$ cat src/rtl/text_ram_write_arbiter.sv
// Round-robin arbiter for the character RAM write port, with a built-in full-screen clear engine.
// Optional feature: define TRAM_BOUNDS_CHECK_EN to drop (but still grant) requests with addr >= CELLS.
module text_ram_write_arbiter #(
  parameter int NREQ   = 4,
  parameter int ADDR_W = 12,
  parameter int DATA_W = 8,
  parameter int CELLS  = 2100
) (
  input  logic                     clk,
  input  logic                     reset,
  input  logic                     en,
  input  logic [NREQ-1:0]          req,
  input  logic [NREQ*ADDR_W-1:0]   req_addr,
  input  logic [NREQ*DATA_W-1:0]   req_data,
  output logic [NREQ-1:0]          gnt,
  input  logic                     clear_start,
  input  logic [DATA_W-1:0]        clear_fill,
  output logic                     clear_busy,
  output logic [ADDR_W-1:0]        ram_addr,
  output logic [DATA_W-1:0]        ram_data,
  output logic                     ram_wren,
  output logic                     oob_err
);

  localparam int PTR_W = (NREQ > 1) ? $clog2(NREQ) : 1;

  typedef enum logic [1:0] {IDLE, GRANT, CLEAR} state_t;

  state_t              state_q, state_n;
  logic [PTR_W-1:0]    rr_ptr, rr_n;
  logic [ADDR_W-1:0]   clr_cnt, cnt_n;
  logic [DATA_W-1:0]   fill_q, fill_n;
  logic [NREQ-1:0]     gnt_n;
  logic                wren_n, busy_n, oob_n;
  logic [ADDR_W-1:0]   addr_n;
  logic [DATA_W-1:0]   data_n;

  logic [NREQ-1:0]     elig;
  logic                pick_valid;
  logic [PTR_W-1:0]    pick_idx;
  logic [PTR_W-1:0]    idx_p;
  int                  idx;
  logic [ADDR_W-1:0]   sel_addr;
  logic [DATA_W-1:0]   sel_data;
  logic                sel_oob;

  // The requester granted this cycle still holds req; masking it prevents a stale second grant.
  always_comb begin
    elig       = req & ~gnt;
    pick_valid = 1'b0;
    pick_idx   = '0;
    idx        = 0;
    idx_p      = '0;
    for (int k = 0; k < NREQ; k++) begin
      idx = int'(rr_ptr) + k;
      if (idx >= NREQ) idx = idx - NREQ;
      idx_p = PTR_W'(idx);
      if (!pick_valid && elig[idx_p]) begin
        pick_valid = 1'b1;
        pick_idx   = idx_p;
      end
    end
  end

  assign sel_addr = req_addr[pick_idx*ADDR_W +: ADDR_W];
  assign sel_data = req_data[pick_idx*DATA_W +: DATA_W];

`ifdef TRAM_BOUNDS_CHECK_EN
  localparam logic [ADDR_W:0] CELLS_X = (ADDR_W+1)'(CELLS);
  assign sel_oob = ({1'b0, sel_addr} >= CELLS_X);
`else
  assign sel_oob = 1'b0;
`endif

  always_ff @(posedge clk or posedge reset) begin
    if (reset) state_q <= IDLE;
    else       state_q <= state_n;
  end

  always_comb begin
    state_n = state_q;
    rr_n    = rr_ptr;
    cnt_n   = clr_cnt;
    fill_n  = fill_q;
    gnt_n   = '0;
    wren_n  = 1'b0;
    busy_n  = 1'b0;
    oob_n   = 1'b0;
    addr_n  = ram_addr;
    data_n  = ram_data;
    case (state_q)
      IDLE, GRANT: begin
        if (clear_start) begin
          state_n = CLEAR;
          busy_n  = 1'b1;
          wren_n  = 1'b1;
          addr_n  = '0;
          data_n  = clear_fill;
          fill_n  = clear_fill;
          cnt_n   = '0;
        end else if (en && pick_valid) begin
          state_n         = GRANT;
          gnt_n[pick_idx] = 1'b1;
          wren_n          = ~sel_oob;
          oob_n           = sel_oob;
          addr_n          = sel_addr;
          data_n          = sel_data;
          rr_n            = (pick_idx == PTR_W'(NREQ-1)) ? '0 : pick_idx + 1'b1;
        end else begin
          state_n = IDLE;
        end
      end
      CLEAR: begin
        // Cell 0 was written on entry, so the count names the cell currently on the port.
        if (clr_cnt == ADDR_W'(CELLS-1)) begin
          state_n = IDLE;
          cnt_n   = '0;
        end else begin
          busy_n = 1'b1;
          wren_n = 1'b1;
          cnt_n  = clr_cnt + 1'b1;
          addr_n = clr_cnt + 1'b1;
          data_n = fill_q;
        end
      end
      default: state_n = IDLE;
    endcase
  end

  always_ff @(posedge clk or posedge reset) begin
    if (reset) begin
      rr_ptr     <= '0;
      clr_cnt    <= '0;
      fill_q     <= '0;
      gnt        <= '0;
      ram_wren   <= 1'b0;
      clear_busy <= 1'b0;
      oob_err    <= 1'b0;
      ram_addr   <= '0;
      ram_data   <= '0;
    end else begin
      rr_ptr     <= rr_n;
      clr_cnt    <= cnt_n;
      fill_q     <= fill_n;
      gnt        <= gnt_n;
      ram_wren   <= wren_n;
      clear_busy <= busy_n;
      oob_err    <= oob_n;
      ram_addr   <= addr_n;
      ram_data   <= data_n;
    end
  end

endmodule

$ cat config.mk
export PLATFORM = sky130hd
export DESIGN_NAME = text_ram_write_arbiter
export DESIGN_NICKNAME = d
export VERILOG_FILES = /design/src/rtl/text_ram_write_arbiter.sv
export SDC_FILE = /design/constraint.sdc
export NUM_CORES = 1
export LEC_CHECK = 0
export BUFFER_PORTS_ARGS = -buffer_cell sky130_fd_sc_hd__buf_2
export CORE_UTILIZATION = 54
export CTS_CLUSTER_SIZE = 25
export DETAILED_ROUTE_END_ITERATION = 8
export MAX_ROUTING_LAYER = met4
export PLACE_DENSITY = 0.89
export SYNTH_ARGS = -nofsm -noshare
export SYNTH_HDL_FRONTEND = slang
export SYNTH_SLANG_ARGS = --single-unit
$ cat constraint.sdc
create_clock -name clk -period 5.9 [get_ports clk]
set_clock_uncertainty 0.15 [all_clocks]
set_input_delay 0.295 -clock clk [delete_from_list [all_inputs] [get_ports clk]]
set_output_delay 0.295 -clock clk [all_outputs]
set_load 0.05 [all_outputs]
# Yosys cells after proc, flatten, opt, wreduce, memory -nomap -nowiden

Index checks and enable logic that the tools add are counted.

Mux-type cells: 47
Bitwise gates (word level): 3
Equality and inequality tests: 8
Order comparisons: 10
Add/sub/neg operators: 9
Multipliers: 1
Reduce and logical (&&, ||, !) cells: 15
Shifts and indexed selects: 2

Operators by type and width:

| kind                  | count |
|---|---|
| $mux 12               | 5 |
| $pmux 12 s2           | 2 |
| $shiftx 48x7->12      | 1 |
| $shiftx 32x6->8       | 1 |
| $mux 8                | 3 |
| $mux 2                | 11 |
| $pmux 8 s2            | 1 |
| $lt 2x3->1 const B    | 5 |
| $mux 1                | 14 |
| $add 12x1->12 const B | 1 |
| $eq 12x12->1 const B  | 1 |
| $mux 4                | 3 |
| $ge 3x3->1 const B    | 3 |
| $bmux 1 s2            | 4 |
| $sub 2x1->2 const B   | 4 |
| $add 2x2->3 const B   | 2 |
| $ne 2x2->1 const B    | 3 |
| $reduce_and 3->1      | 2 |
| $logic_and 1x1->1     | 5 |
| $and 4x4->4           | 1 |
| $eq 2x2->1 const B    | 2 |
| $mul 2x2->4 const B   | 1 |
| $not 4->4             | 1 |
| $pmux 1 s2            | 2 |
| 14 further kinds      | 17 |

Flip-flop bits (word level): 50
Output and inout bits: 27
Word-level logic and storage cells: 104
Bits of input ports: 96

# Logic depth before layout (Yosys ltp)

Word-level depth: 21
Depth in mapped cells: 8

# Worst setup path after synthesis

OpenSTA, ideal clock, no wires.

Path type: register -> register
Start: reg gnt[0]
End: reg ram_addr[10]
Data arrival time: 2.110 ns
Buffers on the path: 1
Setup slack: 3.514 ns
Cell stages (with the launch flop): 7
Path through: dfrtp_1 > nand3b_1 > a311o_1 > buf_6 > and3_1 > o21a_1 > o32a_1

Word-level cells in the longest chain between the ends: 19
Elaborated cells between the ends (all ways): 32

RTL lines:

| element                      | RTL line | text |
|---|---|---|
| start: declaration           | 15       | `output logic [NREQ-1:0] gnt,` |
| start signal: assignment     | 145      | `gnt <= gnt_n;` |
| $not 4->4 (*)                | 49       | `elig = req & ~gnt;` |
| $and 4x4->4 (*)              | 49       |  |
| $bmux 1 s2                   | 58       | `if (!pick_valid && elig[idx_p]) begin` |
| $mux 1 (not written as such) | 58       |  |
| $mux 1                       | 58       |  |
| $logic_not 1->1              | 58       |  |
| $logic_and 1x1->1            | 58       |  |
| $mux 1                       | 58       |  |
| [3 not listed]               | n/a      |  |
| $logic_not 1->1              | 58       |  |
| $logic_and 1x1->1            | 58       |  |
| $mux 2                       | 58       |  |
| $mul 2x2->4                  | 65       | `assign sel_addr = req_addr[pick_idx*ADDR_W +: ADDR_W];` |
| $shiftx 48x7->12             | 65       |  |
| $mux 12                      | 101      | `end else if (en && pick_valid) begin` |
| $mux 12                      | 93       | `if (clear_start) begin` |
| $pmux 12 s2                  | 91       | `case (state_q)` |
| end signal: assignment       | 149      | `ram_addr <= addr_n;` |
| end: declaration             | 19       | `output logic [ADDR_W-1:0] ram_addr,` |

Every way passes the cells marked *; elsewhere a longest branch is shown, timed or not. The select of a mux whose other input is x is not followed.
A chain may end at the register's enable or synchronous reset.

# Worst setup path after layout

Start: reg gnt[0]
End: reg rr_ptr[1]

Word-level cells in the longest chain between the ends: 16
Elaborated cells between the ends (all ways): 29

RTL lines:

| element                                    | RTL line | text |
|---|---|---|
| $not 4->4 (*)                              | 49       |  |
| $and 4x4->4 (*)                            | 49       |  |
| $bmux 1 s2                                 | 58       |  |
| $mux 1 (not written as such)               | 58       |  |
| $mux 1                                     | 58       |  |
| $logic_not 1->1                            | 58       |  |
| $logic_and 1x1->1                          | 58       |  |
| $mux 1                                     | 58       |  |
| $logic_not 1->1                            | 58       |  |
| $logic_and 1x1->1                          | 58       |  |
| $mux 1                                     | 58       |  |
| $logic_not 1->1                            | 58       |  |
| $logic_and 1x1->1                          | 58       |  |
| $mux 2 or $mux 1 (tied branches)           | 58       |  |
| $add 2x1->2, or another cell as far along  | 108      | `rr_n = (pick_idx == PTR_W'(NREQ-1)) ? '0 : pick_idx + 1'b1;` |
| $mux 2 or $reduce_and 3->1 (tied branches) | n/a      |  |
| end signal: assignment                     | 142      | `rr_ptr <= rr_n;` |
| end: declaration                           | 30       | `logic [PTR_W-1:0] rr_ptr, rr_n;` |

Marked as above.

==> impl_table.tex <==
\begin{tabular}{lr}
\hline
Metric & Value \\
\hline
\multicolumn{2}{l}{\textbf{Clock network}} \\
Quantity of hold-fixing buffers added after cts & 0 \\
Deepest clock path buffer count & 2 \\
Setup repair bufs after CTS & 0 \\
H-tree depth & 2 \\
Clk Latency, worst-skew pair & 0.31 ns \\
Clock Tree Root & sky130\_fd\_sc\_hd\_\_clkbuf\_8 \\
Number of clock buffers inserted by TritonCTS & 5 \\
Post-CTS clock slew at the launch and capture registers of the worst setup and hold paths & 0.09 ns \\
Number of clock sinks & 50 \\
Count of cells resized by post-cts repair & 0 \\
TritonCTS clock tree & done \\
\multicolumn{2}{l}{\textbf{Global routing}} \\
Vias in the first global route & 3,442 \\
Total global-route track usage & 0.3226 \\
Residual overflow from global routing & 0 \\
First-pass GRT wire length & 15.72 mm \\
Initial antenna violation count & 0 \\
Pin count of the biggest net entering global routing & 63 \\
\multicolumn{2}{l}{\textbf{Floorplanning}} \\
Die Area & 6541 sq um \\
Total core area & 5956 sq um \\
Overall die width & roughly 80 microns \\
Die span in y & around 81 microns \\
Top-level port count & approximately 120 \\
Initial cell density of the core & 0.5641 \\
Cell row count & 28 \\
\multicolumn{2}{l}{\textbf{Routing}} \\
Length of the first detailed-routing pass in iterations & 5 \\
Post-detailed-route wirelength per cell & 17.27 microns \\
Final wirelength & slightly below 10 mm \\
Detail Route Antenna Nets & 0 \\
Residual DRC & 0 \\
Iter 0 DRT Violations & 193 \\
Average vias per placed instance & about 6.2 \\
Detailed-route via count & around 3,600 \\
\multicolumn{2}{l}{\textbf{Yosys}} \\
Seq/Total Area, Yosys & 0.3724 \\
Area share of the largest cell type after synthesis & 0.3724 \\
Cell variety after synth & 52 \\
Cell types with the largest area share after synthesis & sky130\_fd\_sc\_hd\_\_dfrtp\_1, sky130\_fd\_sc\_hd\_\_o21ai\_0, sky130\_fd\_sc\_hd\_\_a21boi\_0 \\
Synth warn & 0 \\
Count of flip-flops with a built-in enable after synthesis & 0 \\
Async set-reset flop share out of synthesis & 1.000 \\
Average footprint of a synthesized cell & between 8 and 9 sq um \\
Post-synthesis sequential element count & 50 \\
Flip-flop cell with the highest count after synthesis & sky130\_fd\_sc\_hd\_\_dfrtp\_1 \\
Post-Syn Instances & 397 \\
List of most frequent post-synthesis cells & sky130\_fd\_sc\_hd\_\_dfrtp\_1, sky130\_fd\_sc\_hd\_\_o21ai\_0, sky130\_fd\_sc\_hd\_\_nand2\_1, sky130\_fd\_sc\_hd\_\_a21boi\_0, sky130\_fd\_sc\_hd\_\_and3\_1 \\
Number of nets produced by synthesis & around 500 \\
Combined area of all synthesized cells & 3359 sq um \\
Library cell with the largest summed area after synthesis & sky130\_fd\_sc\_hd\_\_dfrtp\_1 \\
Cell with the most instances after synthesis & sky130\_fd\_sc\_hd\_\_dfrtp\_1 \\
\multicolumn{2}{l}{\textbf{Cells and area}} \\
Net count, final & 597 \\
Fraction of final layout cells with drive strength greater than 1 & 0.2725 \\
Post-layout instance area & about 4000 sq um \\
Growth of design area from synthesis to finish & 20.19\% \\
Number of inserted filler cells in the final layout & 500 \\
Finished Core Util & 0.6779 \\
Number of antenna repair diodes & 0 \\
\multicolumn{2}{l}{\textbf{Placement}} \\
Post-Place Worst Slack & around 3.2 ns \\
Port Buffers & 121 \\
Dpl hpwl & 7.072 mm \\
Placed Area & roughly 4000 sq um \\
GPL Wtd Cong & 0.9891 \\
\multicolumn{2}{l}{\textbf{Flow run}} \\
Number of max-capacitance violations reported & 0 \\
\multicolumn{2}{l}{\textbf{Power}} \\
Static Leak & 1.945 nW \\
Total chip power & 1.877 mW \\
Power per cell area & $\sim$460 nW/um\^{}2 \\
Highest ir drop seen on vdd & 0.3572 mV \\
\multicolumn{2}{l}{\textbf{Setup path}} \\
WP data required & 5.93 ns \\
Worst-case register-to-register setup slack & 3.14 ns \\
CP Max Fanout & 16 \\
Kind of capture point of the worst setup path & register \\
CP startpoint kind & register \\
Arrival time at the worst endpoint & 2.78 ns \\
Critical path class & register to register \\
\multicolumn{2}{l}{\textbf{Timing}} \\
Final-report setup violation count & 0 \\
Maximum frequency from static timing analysis & 362.9 MHz \\
Final period utilization & 0.4670 \\
Setup TNS & 0 ns \\
Time the worst path needs with I/O delays and setup & 2.755 ns \\
Slew at the pin with the worst max-slew slack & between 1 and 1.5 ns \\
Unrepaired setup endpoints after global routing & no \\
Tightest slew margin relative to the limit & 0.1736 \\
Hold Violations, Final & 0 \\
Setup ws final & 3.145 ns \\
Number of max-slew violations in the final report & 0 \\
\multicolumn{2}{l}{\textbf{Min path}} \\
Kind of path behind the tightest hold check & primary input to register \\
\multicolumn{2}{l}{\textbf{Outcome}} \\
Result of the run & finished, final reports clean \\
\hline
\end{tabular}
through the flow:
step                instances  hold WS [ns]
floorplan                 397        0.2504
global placement          567        0.2999
detailed placement        567        0.3058
CTS                       574       0.04472
global route              574       0.05154
finish                    574       0.04495
sequential cells by signal (all words and copies together), names as in the netlist:
register    cells
clr_cnt        12
ram_addr       12
fill_q          8
ram_data        8
gnt             4
rr_ptr          2
state_q         2
clear_busy      1
ram_wren        1
final timing paths:
check	start	end	cells past startpoint
worst max-delay path	gnt[0]$_DFF_PP0_	rr_ptr[1]$_DFFE_PP0P_	6
worst min-delay path	clear_fill[7]	fill_q[7]$_DFFE_PP0P_	3
worst max register to register	gnt[0]$_DFF_PP0_	rr_ptr[1]$_DFFE_PP0P_	6
worst min register to register	fill_q[6]$_DFFE_PP0P_	fill_q[6]$_DFFE_PP0P_	2
max in group asynchronous	reset	ram_data[0]$_DFFE_PP0P_	2
min in group asynchronous	reset	ram_data[7]$_DFFE_PP0P_	2
critical path: stages (launching register included):
cell,delay (ns)
sky130_fd_sc_hd__dfrtp_1,0.41
sky130_fd_sc_hd__nand3b_1,0.27
sky130_fd_sc_hd__a311oi_2,1.00
sky130_fd_sc_hd__nor2_1,0.29
sky130_fd_sc_hd__ha_1,0.37
sky130_fd_sc_hd__nand2_1,0.06
sky130_fd_sc_hd__o21ai_0,0.09
cells in the final DEF, fill, tap and decap left out, drive strengths merged, types with 5 or more instances in the layout:
cell type	netlist	final
a21o	7	7
inv	5	5
xnor2	7	7
o21ai	44	44
a31oi	10	10
dfrtp	50	50
a21boi	28	28
and3	28	28
o32a	6	6
nor2	18	18
clkbuf	22	7
nand3	17	17
buf	5	122
nand2b	9	9
a211o	9	9
mux2i	8	8
nor2b	8	8
nand4	5	5
nor3	6	6
nand2	41	41
a21oi	16	16
o21a	10	10
power breakdown:
| group | internal (mW) | switching [mW] | leakage [nW] |
|---|---|---|---|
| clock network | 0.0820 | 0.111 | 0.0383 |
| registers | 0.474 | 0.0966 | 0.633 |
| logic | 0.359 | 0.756 | 1.27 |
| total | 0.914 | 0.963 | 1.95 |
metal layers:
| metal | global-route usage | up-vias | routed length (microns) |
|---|---|---|---|
| met5 | - | - | 0 |
| met4 | 0.1268 | 0 | 218 |
| met3 | 0.05618 | 28 | 637 |
| met2 | 0.5445 | 177 | 5003 |
| met1 | 0.3816 | 1698 | 4055 |
| li1 | - | 1674 | - |
kinds of logic after synthesis:
kind of cell | Yosys count | synth area share
AO/OA/AOI/OAI | 152 | 0.3065
AND/OR/NAND/NOR | 142 | 0.2220
flip-flops | 50 | 0.3724
buffers and inverters | 32 | 0.04059
XOR/XNOR | 10 | 0.02607
multiplexers | 8 | 0.02384
adder cells (fa/ha/maj) | 2 | 0.007448
other | 1 | 0.001116
layout make-up:
type	count	area, sq um	share of cell area
clock buffer	7	76.32	0.01890
multi-input combinational	315	1984	0.4915
sequential	50	1251	0.3099
tap	75	93.84	0.02324
timing repair buffer	122	613.1	0.1518
inverter	5	18.77	0.004648
Note: power is estimated with default switching activity, not from simulation.
